<file path="src/rtl/flit_demux4_mc.sv">
// 1-to-4 multicast flit demultiplexer with one registered holding slot per output.
// A flit is copied into every masked slot in the same edge, or into none of them.
module flit_demux4_mc #(
    parameter int DW    = 32,
    parameter int CNT_W = 8
) (
    input  logic            clk,
    input  logic            reset,
    input  logic [DW-1:0]   in_data,
    input  logic [3:0]      in_mask,
    input  logic            in_valid,
    output logic            in_ready,
    output logic [4*DW-1:0] out_data,
    output logic [3:0]      out_valid,
    input  logic [3:0]      out_ready,
    output logic [CNT_W-1:0] drop_cnt
);

    localparam logic [CNT_W-1:0] CNT_MAX = {CNT_W{1'b1}};

    logic [DW-1:0] slot_data [4];
    logic [3:0]    slot_valid;
    logic [3:0]    can_take;
    logic [3:0]    load;
    logic          accept;
    logic          drop;

    // A slot draining this cycle is free, so streaming runs without bubbles.
    assign can_take = ~slot_valid | out_ready;
    assign in_ready = &(can_take | ~in_mask);
    assign accept   = in_valid & in_ready;
    assign load     = {4{accept}} & in_mask;
    assign drop     = accept & (in_mask == 4'b0000);

    for (genvar i = 0; i < 4; i++) begin : g_slot
        always_ff @(posedge clk or posedge reset) begin
            if (reset) begin
                slot_valid[i] <= 1'b0;
                slot_data[i]  <= '0;
            end else if (load[i]) begin
                slot_valid[i] <= 1'b1;
                slot_data[i]  <= in_data;
            end else if (out_ready[i]) begin
                slot_valid[i] <= 1'b0;
            end
        end

        assign out_data[i*DW +: DW] = slot_data[i];
    end

    assign out_valid = slot_valid;

    always_ff @(posedge clk or posedge reset) begin
        if (reset) begin
            drop_cnt <= '0;
        end else if (drop && (drop_cnt != CNT_MAX)) begin
            drop_cnt <= drop_cnt + 1'b1;
        end
    end

endmodule

</file>
<file path="config.mk">
export PLATFORM = sky130hd
export DESIGN_NAME = flit_demux4_mc
export DESIGN_NICKNAME = d
export VERILOG_FILES = /design/src/rtl/flit_demux4_mc.sv
export SDC_FILE = /design/constraint.sdc
export NUM_CORES = 1
export LEC_CHECK = 0
export BUFFER_PORTS_ARGS = -buffer_cell sky130_fd_sc_hd__buf_2
export CORE_UTILIZATION = 46
export DETAILED_ROUTE_END_ITERATION = 8
export HOLD_SLACK_MARGIN = 0.02
export PLACE_DENSITY_LB_ADDON = 0.1
export SKIP_CTS_REPAIR_TIMING = 1
export SYNTH_ARGS = -nofsm -noshare
export SYNTH_HDL_FRONTEND = slang
export SYNTH_SLANG_ARGS = --single-unit
</file>
<file path="constraint.sdc">
create_clock -name clk -period 4.15 [get_ports clk]
set_input_delay 0.2075 -clock clk [delete_from_list [all_inputs] [get_ports clk]]
set_output_delay 0.2075 -clock clk [all_outputs]
set_load 0.005 [all_outputs]
</file>
After elaboration in Yosys (flattened, before gate mapping)
Index checks and enable logic that the tools add are counted.

word-level totals
  flip-flop bits (word level) = 140
  input bits = 43
  output and inout port bits = 141
  word-level logic and storage cells = 33

cells by class
  add/subtract/negate cells = 1
  equal/unequal tests = 1
  muxes and demuxes = 8
  bitwise gates (word level) = 7
  reduce and logical (&&, ||, !) cells = 7

operators with widths
  kind                                           count
  adder 8 x 1 -> 8 bit (second input constant)   1
  two-way mux 1 bit                              8
  inequality test 8 bit (second input constant)  1
  inverter 4 bit                                 2
  bitwise OR 4 bit                               2
  nonzero test 2 bit                             4
  AND 4 bit                                      1
  zero test 4 bit                                1
  AND reduction 4 bit                            1
  AND 1 bit                                      2
  logical AND 1 bit                              1

Longest topological paths before layout
Gate-level depths: netlist (run 1).

  word-level depth = 7
  depth in mapped cells = 6
  gate-level depth less buffers = 5

Worst setup path before layout (run 1)
Ideal clock, no wire load.

  path type = reg2reg
  start = reg slot_valid[1] (netlist: out_valid[1])
  end = reg slot_data, in the netlist out_data[104]
  library setup time = 0.125 ns
  arrival = 1.501 ns
  required time = 4.025 ns
  slack = 2.524 ns
  cell stages (with the launch flop) = 7
  buffers on the path = 2
  clock period less this slack = 1.626 ns
  cells stage by stage = dfrtp_1 -> nand3b_1 -> nand2_1 -> or3_1 -> buf_6 -> buf_12 -> mux2_4

between the ends
  word-level cells in the longest chain between the ends = 6

ends and longest elaborated chain
  item                             line  RTL
  start, declared                  22    logic [3:0] slot_valid;
  start signal, assigned by index  38    slot_valid[i] <= 1'b0;
  start signal, assigned by index  41    slot_valid[i] <= 1'b1;
  start signal, assigned by index  44    slot_valid[i] <= 1'b0;
  inverter 4 bit                   29    assign can_take = ~slot_valid | out_ready;
  bitwise OR 4 bit                 29
  bitwise OR 4 bit                 30    assign in_ready = &(can_take | ~in_mask);
  AND reduction 4 bit              30
  AND 1 bit                        31    assign accept = in_valid & in_ready;
  AND 4 bit                        32    assign load = {4{accept}} & in_mask;
  end signal, assigned by index    42    slot_data[i] <= in_data;
  end, declared                    21    logic [DW-1:0] slot_data [4];

Every way passes these cells.
A chain may end at the register's enable or synchronous reset.

Final worst setup path (run 1)
  start = reg slot_valid[1] (netlist: out_valid[1])
  end = reg slot_data, in the netlist out_data[97]

Same word-level chain as after synthesis.

==> results by group, run 1 <==
CTS
  • Worst skew pair latency: approximately 400 ps
  • CTS tree: yes
  • Sinks on Clock Net: 140
  • CTS Buf Count: 17
  • Clk Tree Root Cell: clkbuf_16
  • Reg clk slew, reported paths: approximately 50 ps
  • H-tree levels: 4
  • CTS max path bufs: 2

Global route
  • Via count of the first global-routing pass: ~3,600
  • Total grt overflow: 0
  • Largest net degree at the start of global routing: approximately 120
  • Global-route wire length before repair: between 15,000 and 20,000 µm
  • Tot GR Track Use: approximately a fifth
  • Initial antenna violation count: 0

Power
  • Peak VDD IR: 0.000285 V
  • Leakage: 3.82 nW
  • Pwr dens: approximately 610 nW/µm²

Synth
  • Ranking of synthesized cells by area: dfrtp_1 61%, mux2_4 23%, mux2_2 8.0%
  • Post-Syn Nets: about 380
  • Cell variety after synth: 28
  • Yosys reg bits: between 100 and 150
  • EDFF count, synth: 0
  • Commonest cells in the netlist: 140 x dfrtp_1, 87 x mux2_4, 41 x mux2_2
  • Sequential cell area fraction in the yosys report: 60.6%
  • Cell with the most instances after synthesis: dfrtp_1
  • Post-synthesis cell area: ~5800 µm²
  • Area leader, netlist: dfrtp_1
  • Main synth FF type: dfrtp_1
  • Post-synthesis instance total: approximately 340
  • Syn avg cell area: approximately 17 µm²
  • Synth top area share: 60.6%
  • Yosys warns: 0
  • Asr flop ratio synth: between 90% and 100%

Timing
  • Unrepaired setup endpoints after global routing: no
  • Worst-Margin Slew: between 1000 and 1500 ps
  • Setup-failing EPs final: 0
  • Clk_skew: slightly above 6 ps
  • Slew Limit Fails: 0
  • Hold slack: about 28 ps
  • Fin. Hold Viols: 0
  • Maximum clock rate: around 460 MHz
  • Fin crit share: 52.9%
  • Worst slew margin: approximately a quarter
  • Setup TNS: 0 ps
  • Minimum clock period: roughly 2200 ps

Placement
  • Routability Congestion: roughly 0.84
  • Number of I/O port buffers: 183
  • Inst Count DP: between 600 and 700
  • HPWL Detailed: around 8000 µm

Finish
  • Post-Layout Cell Count: just over 700
  • Antenna diode count: 0
  • Area Growth Syn to Fin: 27.6%
  • Layout cell share with drive strength beyond 1: roughly 65%
  • Nets: between 500 and 600

Critical path
  • Setup crit start kind: register
  • Slowest cell delay on critical path: about 950 ps
  • Worst Setup End Kind: register
  • CP cell instances: nand3b_1, nand2_1, or3_2, mux2_4
  • Slowest-stage cell, CP: or3_2
  • Worst setup path class: reg -> reg
  • Critical path's top delay family: simple AND/OR/NAND/NOR gates
  • Critical Path AT: about 2500 ps
  • CP bufs+invs: 0
  • Critical path required time: 4430 ps
  • Peak fanout along the critical path: 33

Floorplan
  • I/O pin cnt: between 150 and 200
  • Rows: 40
  • Die W: around 110 µm
  • Core area: 12,100 µm²
  • Die area: roughly 13,000 µm²
  • Initial Util: between 40% and 50%
  • Die span in y: roughly 110 µm

Route
  • WL/cell: approximately 17 µm
  • Routed Wire Length: 11,900 µm
  • Via count: approximately 3,500
  • TritonRoute pass-1 iters: 4
  • Post-route ant nets: 0
  • Remaining DRCs: 0
  • Via density per instance: 4.88
  • Drt initial violations: between 150 and 200

Job
  • # Max-Cap Violations: 0

Hold path
  • Hold Path Class: in -> async

Run status
  • Status: finished, final reports clean
[placed cells by master, fill, tap and decap left out, drive strengths merged]
cell type / synthesis / routed
a21oi: 1 / 1
a31oi: 2 / 2
a41oi: 1 / 1
and3: 5 / 5
and4: 1 / 1
buf: 16 / 185
bufinv: 0 / 2
clkbuf: 0 / 27
clkinv: 0 / 2
clkinvlp: 0 / 1
dfrtp: 140 / 140
ha: 1 / 1
inv: 2 / 2
mux2: 130 / 130
nand2: 11 / 11
nand2b: 5 / 5
nand3: 7 / 7
nand3b: 3 / 3
nand4: 1 / 1
nor2: 2 / 2
nor3: 2 / 2
nor3b: 1 / 1
o31ai: 1 / 1
or3: 3 / 3
xnor2: 4 / 4
[metrics by stage]
stage               setup slack (ps)  area (µm²)  util, %  total power, mW
global placement                1950        6770     55.9             2.95
floorplan                        190        5780        -             2.49
detailed placement              1920        6770     55.9             2.97
global route                    1850        7380     60.9             4.70
CTS                             1960        7380     60.9             4.52
finish                          1950        7380     60.9             4.47
[worst paths after layout]
path,from,end,slack [ps],cells past startpoint
setup / recovery,out_valid[1]$_DFFE_PP0P_,out_data[97]$_DFFE_PP0P_,1950,4
hold / removal,reset,out_data[0]$_DFFE_PP0P_,30,2
setup reg to reg,out_valid[1]$_DFFE_PP0P_,out_data[97]$_DFFE_PP0P_,1950,4
hold reg to reg,out_data[93]$_DFFE_PP0P_,out_data[93]$_DFFE_PP0P_,480,1
max in group asynchronous,reset,out_data[101]$_DFFE_PP0P_,3140,3
min in group clk,in_data[29],out_data[93]$_DFFE_PP0P_,70,2
[state kept, by name, indices dropped and copies added (netlist names)]
register	cells
drop_cnt	8
out_valid	4
out_data	128
[worst reg2reg max path, cell delays in order, from the launching register on]
cell      delay [ps]
dfrtp_1          400
nand3b_1         150
nand2_1           80
or3_2            950
mux2_4           510
[per-layer routing]
metal | up-vias | wire (µm) | part of all wire (%) | GRT usage (%)
li1 | 1572 | - | - | -
met1 | 1739 | 5440 | 46 | 26.6
met2 | 124 | 5550 | 47 | 29.6
met3 | 21 | 742 | 6.2 | 5.88
met4 | 0 | 176 | 1.5 | 8.31
met5 | - | 0 | 0 | 0
[report_power, final]
part / leakage [nW] / internal [mW] / switching [mW]
logic: 1.86 / 0.650 / 0.382
registers: 1.66 / 1.71 / 0.195
clock network: 0.300 / 0.997 / 0.534
[layout make-up]
cell class | count | area [µm²]
fillers | 995 | 4730
flip-flops and latches | 140 | 3500
multi-input cells | 181 | 2110
repair buffers | 185 | 931
clock buffers | 27 | 533
well taps | 168 | 210
clock inverters | 5 | 77.6
inverters | 2 | 12.5
[logic make-up (layout without fill, tap and decap cells)]
family	Yosys count	count (layout)	share of synthesized area, %
adders and majority gates	1	1	0.216
and+or+nand+nor	41	41	3.98
xor gates and xnor gates	4	4	0.606
AOI/OAI and AO/OA	5	5	0.584
DFF	140	140	60.6
buffers and inverters	18	219	3.05
muxes	130	130	31.0
(Power assumes the default switching activity.)
==> run 2, diff against run 1 <==
--- a/config.mk
+++ b/config.mk
@@ -6,7 +6,7 @@
 export NUM_CORES = 1
 export LEC_CHECK = 0
 export BUFFER_PORTS_ARGS = -buffer_cell sky130_fd_sc_hd__buf_2
-export CORE_UTILIZATION = 46
+export CORE_UTILIZATION = 51
 export DETAILED_ROUTE_END_ITERATION = 8
 export HOLD_SLACK_MARGIN = 0.02
 export PLACE_DENSITY_LB_ADDON = 0.1
==> constraint.sdc (replaced) <==
create_clock -name clk -period 2.12 [get_ports clk]
set_input_delay 0.106 -clock clk [delete_from_list [all_inputs] [get_ports clk]]
set_output_delay 0.106 -clock clk [all_outputs]
set_load 0.005 [all_outputs]
==> results by group, run 2 (same netlist as run 1, synthesis figures left out) <==
Route
  • M1 WL: about 5700 µm
  • DR WL met2: about 6000 µm
  • Remaining DRCs: 0
  • Routed Wire Length: around 13,000 µm
  • Routed wl met3: 860 µm
  • Top Layer Used: met4
  • Via density per instance: about 5.0
  • Post-route ant nets: 0
  • Drt initial violations: 165
  • Via count: about 3,600
  • TritonRoute pass-1 iters: 4
  • WL/cell: approximately 18 µm

Floorplan
  • Initial Util: ~53%
  • Core area: between 10,000 and 15,000 µm²
  • Die area: ~12,000 µm²
  • Die W: roughly 110 µm
  • Rows: 38
  • I/O pin cnt: 184
  • Die span in y: ~110 µm

Power
  • Pwr dens: about 1100 nW/µm²
  • Leakage: 3.98 nW
  • Peak VDD IR: approximately 0.00055 V
  • Pwr Total: 8.58 mW

CTS
  • Sinks on Clock Net: 140
  • H-tree levels: 4
  • Clk Tree Root Cell: clkbuf_16
  • CTS tree: yes
  • CTS Buf Count: 17
  • CTS max path bufs: 2
  • Worst skew pair latency: ~400 ps
  • Reg clk slew, reported paths: 50 ps

Critical path
  • Crit Reg-Reg Startpoint: out_valid[0]$_DFFE_PP0P_
  • Worst setup path class: reg -> reg
  • CP bufs+invs: 1
  • CP cell instances: nand3b_1, nand2_1, or3_2, buf_4, mux2_4
  • Crit Reg-Reg Endpoint: out_data[46]$_DFFE_PP0P_
  • Reg2reg setup slack: 310 ps
  • Critical path required time: ~2400 ps
  • Critical path depth in cells: 5
  • Worst Reg2Reg Path Length in Cells: 5
  • Setup crit start kind: register
  • Slowest cell delay on critical path: 470 ps
  • CP endpoint: out_data[46]$_DFFE_PP0P_
  • Worst Setup End Kind: register
  • Crit. Startpoint: out_valid[0]$_DFFE_PP0P_
  • Critical path's top delay family: simple AND/OR/NAND/NOR gates
  • Peak fanout along the critical path: 18
  • Critical Path AT: about 2100 ps
  • Slowest-stage cell, CP: or3_2

Finish
  • Design Area, Final: 7740 µm²
  • Antenna diode count: 0
  • Area Growth Syn to Fin: 33.9%
  • Most frequent cells in the layout: 183 x buf_2, 140 x dfrtp_1, 87 x mux2_4
  • Footprint of the multi-input gates: between 2000 and 2500 µm²
  • Max reg flops: roughly 130
  • Nets: ~600
  • Layout cell share with drive strength beyond 1: 61.0%
  • Commonest non-fill, non-tap cell in the layout: buf_2
  • Flip-flop and latch area: between 3000 and 4000 µm²
  • Fillers: around 770

Placement
  • HPWL Detailed: ~8400 µm
  • Post-DP Area: 6840 µm²
  • Number of I/O port buffers: 183
  • Routability Congestion: around 0.80
  • Dpl ws: about 330 ps

Timing
  • Worst slew margin: between 40% and 50%
  • Post-route setup slack: around 310 ps
  • Hold slack: -17.0 ps
  • Slew Limit Fails: 0
  • Worst-Margin Slew: a little under 800 ps
  • Setup TNS: 0 ps
  • Minimum clock period: roughly 1800 ps
  • Setup-failing EPs final: 0
  • Maximum clock rate: around 550 MHz
  • Fin crit share: a little under nine tenths
  • Fin. Hold Viols: 2
  • Unrepaired setup endpoints after global routing: no
  • Clk_skew: ~3.1 ps

Global route
  • Global-route wire length before repair: between 15,000 and 20,000 µm
  • Total grt overflow: 0
  • Tot GR Track Use: between 20% and 30%
  • Largest net degree at the start of global routing: between 40 and 50
  • Via count of the first global-routing pass: between 3,000 and 4,000
  • Initial antenna violation count: 0

Run status
  • Failing checks: hold timing
  • Status: finished, violations left

Hold path
  • Hold Path Class: in -> reg

Job
  • # Max-Cap Violations: 0
## run 2: cell types whose count changed in the layout (fill, tap and decap cells not counted), sizes merged
cell	delta
dlygate4sd3	+35
buf	+8
clkbuf	-3
clkinv	+2
clkinvlp	+2
bufinv	-1
inv	-1
## run 2: worst min-delay path by stage
stage	start	to	depth (start not counted)
after floorplan	in_data[26]	out_data[90]$_DFFE_PP0P_	1
after global placement	reset	out_data[30]$_DFFE_PP0P_	2
after detailed placement	reset	out_data[94]$_DFFE_PP0P_	2
after CTS	reset	out_data[2]$_DFFE_PP0P_	2
after global routing	out_ready[1]	out_valid[1]$_DFFE_PP0P_	3
final	out_ready[1]	out_valid[1]$_DFFE_PP0P_	3
## run 2: stage by stage
stage	util [%]	std cells
2_1_floorplan	-	339
5_1_grt	70.8	722
3_3_place_gp	62.6	656
3_5_place_dp	62.6	656
4_1_cts	67.6	687
6_report	70.8	722
## run 2: cell type report
class                      instances  area share, %
clock buffer                      24           6.22
clock inverter                     7          0.841
inverter                           2          0.145
multi-input combinational        181           27.3
sequential                       140           45.3
tap                              140           2.26
timing repair buffer             228           18.0
## run 2: worst reg2reg max path: stages, from the launching register on
cell,delay [ps]
dfrtp_1,400
nand3b_1,130
nand2_1,90
or3_2,470
buf_4,260
mux2_4,350
## run 2: power by group
| part | total [mW] | switching [mW] | internal [mW] |
|---|---|---|---|
| clock network | 2.73 | 1.04 | 1.69 |
| registers | 3.73 | 0.383 | 3.35 |
| logic | 2.12 | 0.790 | 1.33 |
| total | 8.58 | 2.22 | 6.37 |
## run 2: layer usage
layer	global-route usage, %	up-vias
met5	0	-
met4	9.75	0
met3	7.35	22
met2	34.1	129
met1	29.7	1810
li1	-	1664
==> run 3, diff against run 2 <==
--- a/config.mk
+++ b/config.mk
@@ -6,6 +6,7 @@
 export NUM_CORES = 1
 export LEC_CHECK = 0
 export BUFFER_PORTS_ARGS = -buffer_cell sky130_fd_sc_hd__buf_2
+export CAP_MARGIN = 30
 export CORE_UTILIZATION = 51
 export DETAILED_ROUTE_END_ITERATION = 8
 export HOLD_SLACK_MARGIN = 0.02
==> constraint.sdc (replaced) <==
create_clock -name clk -period 2.12 [get_ports clk]
set_input_delay 0.212 -clock clk [delete_from_list [all_inputs] [get_ports clk]]
set_output_delay 0.212 -clock clk [all_outputs]
set_load 0.005 [all_outputs]
==> results by group, run 3 (same netlist as run 1, synthesis figures left out) <==
Global route
  • Via count of the first global-routing pass: around 3,700
  • Grt met1 use: slightly below 30%
  • Met2 usage: 34.1%
  • Tot GR Track Use: roughly 23%
  • Largest net degree at the start of global routing: 46
  • Busiest metal layer after global routing: met2
  • Global-route wire length before repair: 19,600 µm
  • Initial antenna violation count: 0
  • Total grt overflow: 0
  • Global-route met3 utilization: 7.35%

Timing
  • Slew Limit Fails: 0
  • Minimum clock period: around 1800 ps
  • Worst-Margin Slew: 796 ps
  • Setup TNS: 0 ps
  • Clk_skew: approximately 4 ps
  • Fin crit share: 85.5%
  • Post-route setup slack: 308 ps
  • Maximum clock rate: ~550 MHz
  • Fin. Hold Viols: 0
  • Worst slew margin: 46.8%
  • Setup-failing EPs final: 0
  • Unrepaired setup endpoints after global routing: no

Hold path
  • Hold Crit Endpoint: out_data[93]$_DFFE_PP0P_
  • Hold-critical path depth: 2
  • Hold Crit Start: in_data[29]
  • Hold Path Class: in -> reg

Run status
  • Status: finished, final reports clean

Placement
  • Number of I/O port buffers: 183
  • Inst Count DP: 656
  • Dpl ws: 330 ps
  • Routability Congestion: 0.796
  • HPWL Detailed: approximately 8400 µm

CTS
  • CTS Buf Count: 17
  • Worst skew pair latency: 410 ps
  • H-tree levels: 4
  • CTS max path bufs: 2
  • Sinks on Clock Net: 140
  • Clk Tree Root Cell: clkbuf_16
  • CTS tree: yes
  • Reg clk slew, reported paths: roughly 50 ps

Floorplan
  • Core area: approximately 11,000 µm²
  • Die area: about 12,000 µm²
  • Die W: about 110 µm
  • Rows: 38
  • Die span in y: approximately 110 µm
  • Initial Util: 52.9%
  • I/O pin cnt: 184

Finish
  • Post-layout util: between 60% and 70%
  • Most frequent cells in the layout: 183 x buf_2, 140 x dfrtp_1, 87 x mux2_4
  • Flip-flop and latch area: approximately 3500 µm²
  • Post-Layout Cell Count: around 700
  • Footprint of the multi-input gates: between 2000 and 2500 µm²
  • Commonest non-fill, non-tap cell in the layout: buf_2
  • Layout cell share with drive strength beyond 1: between 60% and 70%
  • Antenna diode count: 0
  • Area Growth Syn to Fin: 28.0%
  • Max reg flops: 128
  • Fillers: 808
  • Nets: 580

Power
  • Peak VDD IR: approximately 0.00055 V
  • Pwr dens: between 1000 and 1500 nW/µm²
  • Leakage: between 3 and 4 nW

Route
  • Via density per instance: 5.05
  • Routed Wire Length: roughly 12,000 µm
  • Post-route ant nets: 0
  • TritonRoute pass-1 iters: 4
  • Drt initial violations: 132
  • Via count: 3,475
  • WL/cell: ~18 µm
  • Remaining DRCs: 0

Critical path
  • Critical Path AT: 2100 ps
  • Crit Reg-Reg Startpoint: out_valid[0]$_DFFE_PP0P_
  • Setup crit start kind: register
  • Worst Reg2Reg Path Length in Cells: 5
  • Crit Reg-Reg Endpoint: out_data[46]$_DFFE_PP0P_
  • Peak fanout along the critical path: 18
  • Reg2reg setup slack: a little over 300 ps
  • Worst Setup End Kind: register
  • Critical path required time: 2410 ps
  • Crit. Startpoint: out_valid[0]$_DFFE_PP0P_
  • Worst setup path class: reg -> reg

Job
  • # Max-Cap Violations: 0
[run 3: power by group]
part | leakage [nW] | switching, mW | total (mW) | internal (mW)
clock network | 0.266 | 1.04 | 2.73 | 1.69
logic | 1.91 | 0.778 | 2.06 | 1.29
registers | 1.66 | 0.382 | 3.73 | 3.35
[run 3: metrics by stage]
| step | instance area (µm²) | total power, mW | hold WS (ps) |
|---|---|---|---|
| after floorplan | 5790 | 4.87 | 347 |
| after global placement | 6840 | 5.77 | 396 |
| after detailed placement | 6840 | 5.84 | 400 |
| after CTS | 7390 | 8.62 | -42.4 |
| after global routing | 7400 | 8.98 | 65.6 |
| final | 7400 | 8.52 | 65.9 |
[run 3: worst max path at each step]
| stage | slack (ps) | cells after the start | to |
|---|---|---|---|
| after CTS | 310 | 5 | out_data[46]$_DFFE_PP0P_ |
| after global placement | 330 | 5 | out_data[46]$_DFFE_PP0P_ |
| after global routing | 240 | 5 | out_data[46]$_DFFE_PP0P_ |
| after detailed placement | 330 | 5 | out_data[60]$_DFFE_PP0P_ |
| final | 310 | 5 | out_data[46]$_DFFE_PP0P_ |
| after floorplan | 160 | 1 | drop_cnt[0]$_DFFE_PP0P_ |
[run 3: per-layer routing]
layer,vias to the layer above,part of all wire (%)
met3,20,7.1
met5,-,0
li1,1596,-
met4,0,2.0
met2,122,46
met1,1737,45
[run 3: layout make-up]
type                       count  area share (%)
sequential                   140            47.3
inverter                       2           0.152
tap                          140            2.37
clock buffer                  24            6.51
multi-input combinational    181            28.5
timing repair buffer         194            14.2
clock inverter                 7           0.879
[run 3: critical path: stages, from the launching register on]
cell      delay [ps]
dfrtp_1          400
nand3b_1         120
nand2_1           90
or3_2            470
buf_4            260
mux2_4           330
